$ cat config.mk
export PLATFORM = sky130hd
export DESIGN_NAME = fifo_word_reader
export DESIGN_NICKNAME = d
export VERILOG_FILES = /design/src/rtl/fifo_word_reader.sv
export SDC_FILE = /design/constraint.sdc
export NUM_CORES = 1
export LEC_CHECK = 0
export ABC_AREA = 1
export CORE_ASPECT_RATIO = 1.75
export CORE_MARGIN = 2
export CORE_UTILIZATION = 43
export DETAILED_ROUTE_END_ITERATION = 10
export PLACE_DENSITY_LB_ADDON = 0.05
export SLEW_MARGIN = 20
export SYNTH_ARGS = -nofsm -noshare
export SYNTH_HDL_FRONTEND = slang
export SYNTH_SLANG_ARGS = --single-unit
$ cat constraint.sdc
create_clock -name clk -period 1.4 [get_ports clk]
set_input_delay 0.42 -clock clk [delete_from_list [all_inputs] [get_ports clk]]
set_output_delay 0.42 -clock clk [all_outputs]
set_load 0.02 [all_outputs]
$ cat src/rtl/fifo_word_reader.sv
// Drains an 8-bit FIFO and packs bytes little-endian into words for a valid/ready sink.
// A flush request emits whatever partial word is held so no byte is left stranded.
`timescale 1ns/1ps

module fifo_word_reader #(
    parameter int DATA_WIDTH     = 8,
    parameter int BYTES_PER_WORD = 4,
    parameter int CNT_W          = $clog2(BYTES_PER_WORD) + 1
) (
    input  logic                               clk,
    input  logic                               rst,
    input  logic                               buf_empty,
    input  logic [DATA_WIDTH-1:0]              buf_out,
    output logic                               rd_en,
    input  logic                               flush,
    output logic [DATA_WIDTH*BYTES_PER_WORD-1:0] word_out,
    output logic [CNT_W-1:0]                   word_bytes,
    output logic                               word_valid,
    input  logic                               word_ready
);

    typedef enum logic [1:0] {
        S_IDLE,
        S_READ,
        S_LATCH,
        S_OUT
    } state_t;

    localparam logic [CNT_W-1:0] FULL_CNT = CNT_W'(BYTES_PER_WORD);

    state_t                              r_state;
    state_t                              w_next;
    logic [CNT_W-1:0]                    r_count;
    logic                                r_flush_pend;
    logic [DATA_WIDTH*BYTES_PER_WORD-1:0] r_word;
    logic [CNT_W-1:0]                    w_cnt_inc;
    logic                                w_flush_any;

    assign w_cnt_inc   = r_count + 1'b1;
    assign w_flush_any = r_flush_pend | flush;

    always_comb begin
        w_next = r_state;
        case (r_state)
            S_IDLE: begin
                if (w_flush_any && (r_count != '0))
                    w_next = S_OUT;
                else if (!buf_empty)
                    w_next = S_READ;
            end
            S_READ:  w_next = S_LATCH;
            S_LATCH: begin
                if (w_cnt_inc == FULL_CNT)
                    w_next = S_OUT;
                else if (w_flush_any)
                    w_next = S_OUT;
                else if (!buf_empty)
                    w_next = S_READ;
                else
                    w_next = S_IDLE;
            end
            S_OUT: begin
                if (word_ready)
                    w_next = S_IDLE;
            end
            default: w_next = S_IDLE;
        endcase
    end

    always_ff @(posedge clk) begin
        if (rst) begin
            r_state      <= S_IDLE;
            r_count      <= '0;
            r_flush_pend <= 1'b0;
            r_word       <= '0;
        end else begin
            r_state <= w_next;
            case (r_state)
                S_READ: begin
                    if (flush)
                        r_flush_pend <= 1'b1;
                end
                S_LATCH: begin
                    // Guard keeps the byte count from ever passing a full word.
                    if (r_count < FULL_CNT) begin
                        for (int unsigned i = 0; i < BYTES_PER_WORD; i++) begin
                            if (r_count == CNT_W'(i))
                                r_word[i*DATA_WIDTH +: DATA_WIDTH] <= buf_out;
                        end
                        r_count <= w_cnt_inc;
                    end
                    if (flush)
                        r_flush_pend <= 1'b1;
                end
                S_OUT: begin
                    if (word_ready) begin
                        r_word       <= '0;
                        r_count      <= '0;
                        r_flush_pend <= 1'b0;
                    end
                end
                default: ;
            endcase
        end
    end

    assign rd_en      = (r_state == S_READ);
    assign word_valid = (r_state == S_OUT);
    assign word_out   = r_word;
    assign word_bytes = r_count;

endmodule

Word level (Yosys, flattened, before mapping)
Index checks and enable logic that the tools add are counted.
{"block": "totals", "register_bits": 38, "in_bits": 13, "output_inout_bits": 37, "wordCells": 59}
{"block": "classes", "addsub": 1, "magnitude_cmp": 1, "eq_ne": 15, "mux": 20, "n_bitwise": 1, "reduce_logical": 14}
{"op": "2-to-1 mux 32 bit", "count": 2}
{"op": "one-hot mux 32 bit (2 select lines)", "count": 1}
{"op": "2-to-1 mux 8 bit", "count": 4}
{"op": "AND reduction 4 bit", "count": 4}
{"op": "2-to-1 mux 2 bit", "count": 5}
{"op": "inequality test 2 bit, second input constant", "count": 5}
{"op": "one-hot mux 2 bit (4 select lines)", "count": 1}
{"op": "== test 3 x 2 -> 1 bit, second input constant", "count": 2}
{"op": "2-to-1 mux 3 bit", "count": 2}
{"op": "one-hot mux 3 bit (2 select lines)", "count": 1}
{"op": "AND reduction 3 bit", "count": 2}
{"op": "== test 2 bit, second input constant", "count": 2}
{"op": "inequality test 2 x 1 -> 1 bit, second input constant", "count": 2}
{"op": "nonzero test 2 bit", "count": 2}
{"op": "adder 3 x 1 -> 3 bit, second input constant", "count": 1}
{"op": "== test 3 x 1 -> 1 bit, second input constant", "count": 1}
{"op": "== test 3 bit, second input constant", "count": 1}
{"op": "zero test 3 bit", "count": 1}
{"op": "less-than comparator 3 bit, second input constant", "count": 1}
{"op": "2-to-1 mux 1 bit", "count": 3}
{"op": "inequality test 3 bit, second input constant", "count": 1}
{"op": "nonzero test 3 bit", "count": 1}
{"op": "== test 2 x 1 -> 1 bit, second input constant", "count": 1}
{"op": "zero test 2 bit", "count": 1}
{"op": "5 further kinds", "count": 5}

Logic depth before layout (Yosys ltp)
{"block": "depth", "ltp_word": 4, "depth_mapped": 9, "ltp_nobuf": 9}

Least setup slack after synthesis
OpenSTA, ideal clock, no wires.
{"block": "synth_timing", "kind": "reg-to-reg", "startpoint": "register r_count[1], in the netlist word_bytes[1]", "endpoint": "register r_word[30], in the netlist word_out[30]", "setup_time_ns": 0.070, "arrival_ns": 1.473, "required_time_ns": 1.330, "setup_slack_ns": -0.143, "path_stages_with_launch": 9, "path_buffers": 0, "synth_period_minus_slack_ns": 1.543, "path_cell_list": "dfxtp_1 -> ha_1 -> ha_1 -> inv_1 -> o21ai_0 -> nand2_4 -> clkinv_4 -> nand2_1 -> a21oi_1"}
{"block": "synth_via", "elab_chain_cells": 3, "word_cells_on_any_way": 5, "cone_classes": "1 x order compare; 3 x eq/ne; 1 x reduce/logical"}
{"element": "start, declared", "line": "33", "text": "logic [CNT_W-1:0] r_count;"}
{"element": "start signal, assigned", "line": "90", "text": "r_count <= w_cnt_inc;"}
{"element": "less-than comparator 3 bit / == test 3 x 2 -> 1 bit (equally long branches)", "line": "85, 87"}
{"element": "inequality test 2 bit (no source line)"}
{"element": "AND reduction 4 bit (no source line) *"}
{"element": "end signal, assigned by index", "line": "88", "text": "r_word[i*DATA_WIDTH +: DATA_WIDTH] <= buf_out;"}
{"element": "end, declared", "line": "35", "text": "logic [DATA_WIDTH*BYTES_PER_WORD-1:0] r_word;"}
Mark *: on every way between the ends. The rest lies on a longest branch, timed or not.
A chain may end at the register's enable or synchronous reset.

Worst setup path in the final report
{"block": "layout_timing", "startpoint": "register r_state[1]", "endpoint": "register r_word[0], in the netlist word_out[0]"}
{"block": "layout_via", "elab_chain_cells": 3, "word_cells_on_any_way": 8, "cone_classes": "5 x eq/ne; 1 x mux; 2 x reduce/logical"}
{"element": "start, declared", "line": "31", "text": "state_t r_state;"}
{"element": "start signal, assigned", "line": "77", "text": "r_state <= w_next;"}
{"element": "== test 2 bit", "line": "78", "text": "case (r_state)"}
{"element": "inequality test 2 bit (no source line) (tied with other cells)"}
{"element": "AND reduction 4 bit (no source line)"}
Parallel ways exist; a longest one is shown, timed or not.

==> impl_summary.log <==
[metrics] Reg2Reg Capture Point: word_out[0]
[metrics] area taken by flip-flops and latches: 773 µm²
[metrics] maximum fanout along the worst path: 8
[metrics] total congestion overflow after global routing: 0
[metrics] combined area of all synthesized cells: 0.00178 mm²
[metrics] GR Util All Layers: 24.7%
[metrics] worst setup skew after layout: 5.58 ps
[metrics] global-route wire length before repair: 8510 µm
[metrics] initial antenna violation count: 0
[metrics] number of placed I/O pins: 50
[metrics] minimum clock period after layout: 1550 ps
[metrics] static leakage: 0.00133 µW
[metrics] via count of the first global-routing pass: 1844
[metrics] length of the first detailed-routing pass in iterations: 5
[metrics] total half-perimeter wirelength after legalization and detailed placement: 3350 µm
[metrics] wire per inst: 16.4 µm
[metrics] Min Hold Slack: 466 ps
[metrics] clock root buffer master: clkbuf_8
[metrics] sequential share of the synthesized area: 42.7%
[metrics] worst hold start: word_out[10]
[metrics] post-route ant nets: 0
[metrics] total area of multi-input combinational cells: 0.00136 mm²
[metrics] largest net degree at the start of global routing: 18
[metrics] library cell occupying the most area in the post-synthesis netlist: dfxtp_1
[metrics] signed area change from the synthesized netlist to the final layout: 79.6%
[metrics] detailed-route vias per instance: 5.14
[metrics] initial cell density of the core: 43.7%
[metrics] height of the chip: 89.1 µm
[metrics] Post-Route WL: 6110 µm
[metrics] clock network latency to the later pin of the worst-skew pair: 300 ps
[metrics] worst-case clock buffer depth: 2
[metrics] remaining max-slew budget at the tightest pin: 81.5%
[metrics] number of cell rows: 31
[metrics] Post-Synthesis Net Count: 262
[metrics] total power per unit cell area: 2070 mW/mm²
[metrics] failing checks: setup timing
[metrics] upper clock frequency limit: 644 MHz
[metrics] setup slack of the worst register-to-register path: -150 ps
[metrics] gate count of the mapped netlist: 238
[metrics] Final setup viols: 34
[metrics] Hold Crit Depth: 2
[metrics] number of input and output port buffers inserted: 49
[metrics] Hold Crit Endpoint: word_out[10]
[metrics] crit path capture type: register
[metrics] Max Transition Viols Final: 0
[metrics] setup repair after global routing missed its margin: true
[metrics] area of the core: 0.00407 mm²
[metrics] DR iter-0 viols: 74
[metrics] detailed-route via count: 1918
[metrics] kind of path behind the tightest hold check: register to register
[metrics] dominant cells by area after synthesis: dfxtp_1 43%, nor2_1 9.7%, nand2_1 9.5%, ha_1 7.7%, a21oi_1 6.5%
[metrics] number of CTS-inserted buffers: 5
[metrics] final-report hold violation count: 0
[metrics] number of nets in the layout: 348
[metrics] warnings from Yosys: 0
[metrics] CP Data Arrival Time: 1780 ps
[metrics] ANT cells: 0
[metrics] Worst Slack Setup Final: -152 ps
[metrics] number of clock sinks: 38
[metrics] result of the run: complete, but fails checks
[metrics] Reg clk slew, reported paths: 80 ps
[metrics] R2R depth: 10
[metrics] area share of the largest cell type after synthesis: 42.7%
[metrics] placer's final routability congestion estimate: 0.777
[metrics] total power consumption of the routed design: 6610 µW
[metrics] Period Utilization, post-route: 111%
[metrics] Critical Path Start Type: register
[metrics] max-capacitance violation count: 0
[metrics] clock tree from TritonCTS: built
[metrics] hold bufs inserted after CTS: 0
[metrics] launch instance of the worst register-to-register path: r_state[1]
[metrics] slew of the pin with the lowest slew margin: 275 ps
[metrics] number of design rule violations left after detail routing: 0
[metrics] horizontal die dimension: 52.6 µm
[metrics] area after detailed placement: 0.00251 mm²
[metrics] final non-filler cell area: 0.00320 mm²
[metrics] proportion of layout cells with a drive suffix above 1: 54.0%
[metrics] Layout fillers: 294
[metrics] synthesized area per cell: 7.48 µm²
[metrics] flops & latches, synth: 38
[metrics] area of the die: 0.00469 mm²
[metrics] required time at the worst-slack endpoint: 1630 ps
[metrics] Crit Path Class: register to register
[metrics] level count of the clock H-tree: 2
[metrics] number of distinct library cell variants in the gate-level netlist after synthesis: 21
[metrics] peak ir drop on the vdd network: 1480 µV
placed cells by master (no fill, tap or decap), types with 9 or more instances in the layout:
cell	count
nand2_1	23
inv_1	18
buf_4	20
nand2_2	15
a21oi_2	15
nand2_4	12
o21ai_2	12
clkdlybuf4s50_1	11
dfxtp_1	32
nor2_1	33
clkbuf_2	23
clkdlybuf4s15_1	9
Yosys cell counts, drive strengths merged:
master  instances
clkbuf          2
nand2          53
o21ai          18
ha             11
buf             5
clkinv          2
nor2           46
a21oi          23
dfxtp          38
inv            22
nand3          16
nor4            1
a21boi          1
timing repair:
| action | 4_1_cts | 5_1_grt |
|---|---|---|
| cloned | 5 | 0 |
| hold endpoints to repair | 0 | 0 |
| endpoints found under the setup margin | 72 | 73 |
| resized for setup | 128 | 121 |
| pin swaps | 14 | 32 |
| setup buffers | 8 | 1 |
sequential cells by signal, summed over array words and instances, names as in the netlist:
signal        count
word_bytes        3
r_flush_pend      1
word_out         32
r_state           2
routing by layer:
| metal | track usage [%] | share of wire [%] | vias to the layer above |
|---|---|---|---|
| li1 | - | - | 933 |
| met1 | 25.5 | 37 | 901 |
| met2 | 46.1 | 55 | 70 |
| met3 | 3.85 | 4.3 | 14 |
| met4 | 12.6 | 2.9 | 0 |
| met5 | 0 | 0 | - |
worst max-delay path by stage:
stage | from | cells after the start | to | slack (ps)
6_report | r_state[1] | 10 | word_out[0] | -150
5_1_grt | r_state[1] | 10 | word_out[0] | -180
4_1_cts | r_state[1] | 3 | rd_en | -80
3_5_place_dp | word_ready | 6 | word_bytes[1] | -270
3_3_place_gp | word_ready | 6 | word_bytes[1] | -280
2_1_floorplan | r_state[0] | 9 | word_bytes[0] | -3
cell type report:
class	instances	share of cell area [%]
flip-flops and latches	38	24.2
multi-input cells	171	42.4
clock inverters	2	0.313
well taps	49	1.92
clock buffers	5	2.15
repair buffers	84	25.2
inverters	24	3.87
power breakdown:
part | internal, µW | switching (µW) | total (µW)
Sequential | 1440 | 279 | 1720
Clock | 334 | 391 | 725
Combinational | 1800 | 2370 | 4170
Total | 3570 | 3040 | 6610
metrics by stage:
step / setup slack [ps] / std cells / util [%] / setup TNS (ps)
after detailed placement: -269 / 352 / 61.6 / -8890
after CTS: -82.7 / 372 / 73.2 / -792
after floorplan: -3.02 / 238 / - / -23.5
after global placement: -278 / 352 / 61.6 / -7880
final: -152 / 373 / 78.5 / -2220
after global routing: -181 / 373 / 78.5 / -3930
critical path, cell delays in order, from the launching register on:
cell	delay [ps]
dfxtp_4	370
buf_6	100
ha_4	160
inv_4	40
o21ai_4	170
buf_6	140
buf_6	120
nand2_8	80
clkinv_8	90
nand2_4	50
a21oi_2	150
cell families (layout without fill, tap and decap cells):
family          Yosys count  in the layout  share of synthesized area (%)
buf+inv                  31            115                           9.00
flops                    38             38                           42.7
simple gates            116            118                           28.0
fa+ha+maj                11             11                           7.73
compound gates           42             42                           12.6
(Power assumes the default switching activity.)
==> edit (same flow settings) <==
Re-encode `state_t` (4 states) as Gray code, 2 bits wide.
--- a/src/rtl/fifo_word_reader.sv
+++ b/src/rtl/fifo_word_reader.sv
@@ -20,10 +20,10 @@
 );
 
     typedef enum logic [1:0] {
-        S_IDLE,
-        S_READ,
-        S_LATCH,
-        S_OUT
+        S_IDLE  = 2'b00,
+        S_READ  = 2'b01,
+        S_LATCH = 2'b11,
+        S_OUT   = 2'b10
     } state_t;
 
     localparam logic [CNT_W-1:0] FULL_CNT = CNT_W'(BYTES_PER_WORD);
Formal check against the unedited RTL: same outputs for any inputs over 10 cycles, from zero or initial values and one cycle with rst high; not proved beyond that.
==> edit against the original RTL <==
  * Final area fell by 18%
  * Cell count rose by 1.3%
  * Via count fell by 7.5%
  * Worst setup slack improved by 190 ps
  * Register-to-register slack improved by 210 ps
  * Synthesized area rose by 0.35%
  * Sequential cell count did not move
  * Routed wire length fell by 28%
  * Core utilization fell by 14 points
Power is not compared: it rests on default switching activity, and its combinational part moved more than twofold at a synthesized area within 25%.
==> edit: results (changes against the original RTL) <==
Slew Viols, Final - 0 (unchanged)
most frequent cells after synthesis - 66 x nand2_1, 57 x nor2_1, 38 x dfxtp_1, 23 x a21oi_1, 23 x inv_1
Max Root-Sink Buffers - 2 (unchanged)
Clock Tree Root - clkbuf_8
via count - 1775 (-7.5%)
YS warnings - 0 (unchanged)
fillers - 385 (+31%)
Critical Path AT - 950 ps (-830 ps)
Skew-Pair Late Insertion Delay - 280 ps (-20 ps)
max reg flops - 32 (unchanged)
hpwl dp - 3200 µm (-4.4%)
Post-Place Cells - 364 (+3.4%)
Yosys cell types - 22 (+4.8%)
synthesized area per cell - 6.90 µm² (-7.8%)
pre-CTS setup slack - -378 ps (-109 ps)
top cells by area, synth - dfxtp_1 43%, nand2_1 14%, nor2_1 12%
number of flops mapped to enable cells by yosys - 0 (unchanged)
Post-synth ARST share - 0 (unchanged)
CTS buffer count - 5 (unchanged)
hold path start - word_out[27]
initial antenna violation count - 0 (unchanged)
Slew HR - 0.837 (+0.0217)
Seq/Total Area, Yosys - 0.426 (-0.00150)
Worst R2R Start - word_bytes[0]
drt drc - 0 (unchanged)
Placer Congestion - 0.838 (+7.8%)
Worst Path Max Fanout - 3 (-5)
post-place instance area - 2440 µm² (-2.6%)
GRT Util Overall - 0.206 (-0.0407)
largest net degree at the start of global routing - 22 (+4)
Finished Layout Cells - 378 (+1.3%)
Layout Nets - 346 (-0.57%)
leakage - 1.28 nW
maximum vdd drop - 1060 µV
Starting DRT DRC Count - 25 (-66%)
first-pass GRT wire length - 7200 µm (-15%)
Hold Crit Class - register to register
status - finished, final reports clean
port bufs - 49 (unchanged)
1st-pass router iterations - 6 (+1)
share of cells above drive strength 1 - 0.219 (-0.321)
skew final - 2.80 ps (-2.79 ps)
Main synth FF type - dfxtp_1
Power Density - 1560 nW/µm²
dominant cell type by area after synthesis - dfxtp_1
H-tree depth - 2 (unchanged)
Setup crit start - r_state[1]
syn nets - 277 (+5.7%)
WL final - 4420 µm (-28%)
clock transition at the registers of the reported paths - 70 ps
vias in the first global route - 1648 (-11%)
ANT cells - 0 (unchanged)
==> edit: cell types whose count changed in the layout (fill, tap and decap cells not counted), moves of 8 or more <==
| cell | before | now |
|---|---|---|
| nand2_1 | 23 | 61 |
| nor2_1 | 33 | 56 |
| a21oi_1 | 8 | 22 |
| a21oi_2 | 15 | 1 |
| nand3_1 | 3 | 16 |
| clkbuf_2 | 23 | 11 |
| o21ai_2 | 12 | 0 |
| clkdlybuf4s15_1 | 9 | 17 |
==> edit: power by group <==
group          total (W)  internal, W  switching [W]
Combinational    0.00179     0.000739        0.00105
Clock           0.000903     0.000533       0.000370
Sequential       0.00141      0.00129       0.000118
Total            0.00410      0.00256        0.00154
==> edit: worst paths after layout <==
| path | endpoint | depth (start not counted) | slack, ps |
|---|---|---|---|
| worst min register to register | word_out[27] | 2 | 480 |
| worst max-delay path | rd_en | 4 | 30 |
| worst min-delay path | word_out[27] | 2 | 480 |
| worst max register to register | word_out[25] | 8 | 60 |
==> edit: what timing repair did <==
item,in CTS,in global routing
endpoints found under the setup margin,62,46
setup buffers,3,1
gates cloned,1,1
hold buffers,0,0
resized for setup,59,54
pin swaps,1,3
==> edit: cell families (layout without fill, tap and decap cells) <==
logic type / Yosys count / after routing / synth area share
simple gates: 151 / 152 / 0.358
flops: 38 / 38 / 0.426
buf+inv: 34 / 103 / 0.0875
compound gates: 31 / 31 / 0.0938
fa+ha+maj: 5 / 5 / 0.0350
==> edit: layout make-up <==
cell class	count	share of cell area
Sequential cell	38	0.293
Timing Repair Buffer	70	0.242
Clock inverter	1	0.0114
Inverter	25	0.0356
Multi-Input combinational cell	188	0.365
Clock buffer	7	0.0290
Tap cell	49	0.0233
==> edit: routing by layer <==
layer / track usage / wire [µm] / vias up
met3: 0.0468 / 169 / 15
met5: 0 / 0 / -
met4: 0.0979 / 136 / 0
met1: 0.222 / 1720 / 772
li1: - / - / 945
met2: 0.369 / 2390 / 43
==> edit: worst max-delay path, cell delays in order, from the launching register on <==
cell and delay [ps]:
dfxtp_2 330, inv_2 80, nand2_1 70, inv_1 50, buf_4 130
==> edit: per-stage QoR <==
step / setup TNS (ps) / power (W)
finish: 0 / 0.00410
global route: -48.8 / 0.00438
CTS: 0 / 0.00403
detailed placement: -10410 / 0.00319
global placement: -9840 / 0.00317
floorplan: 0 / 0.00248
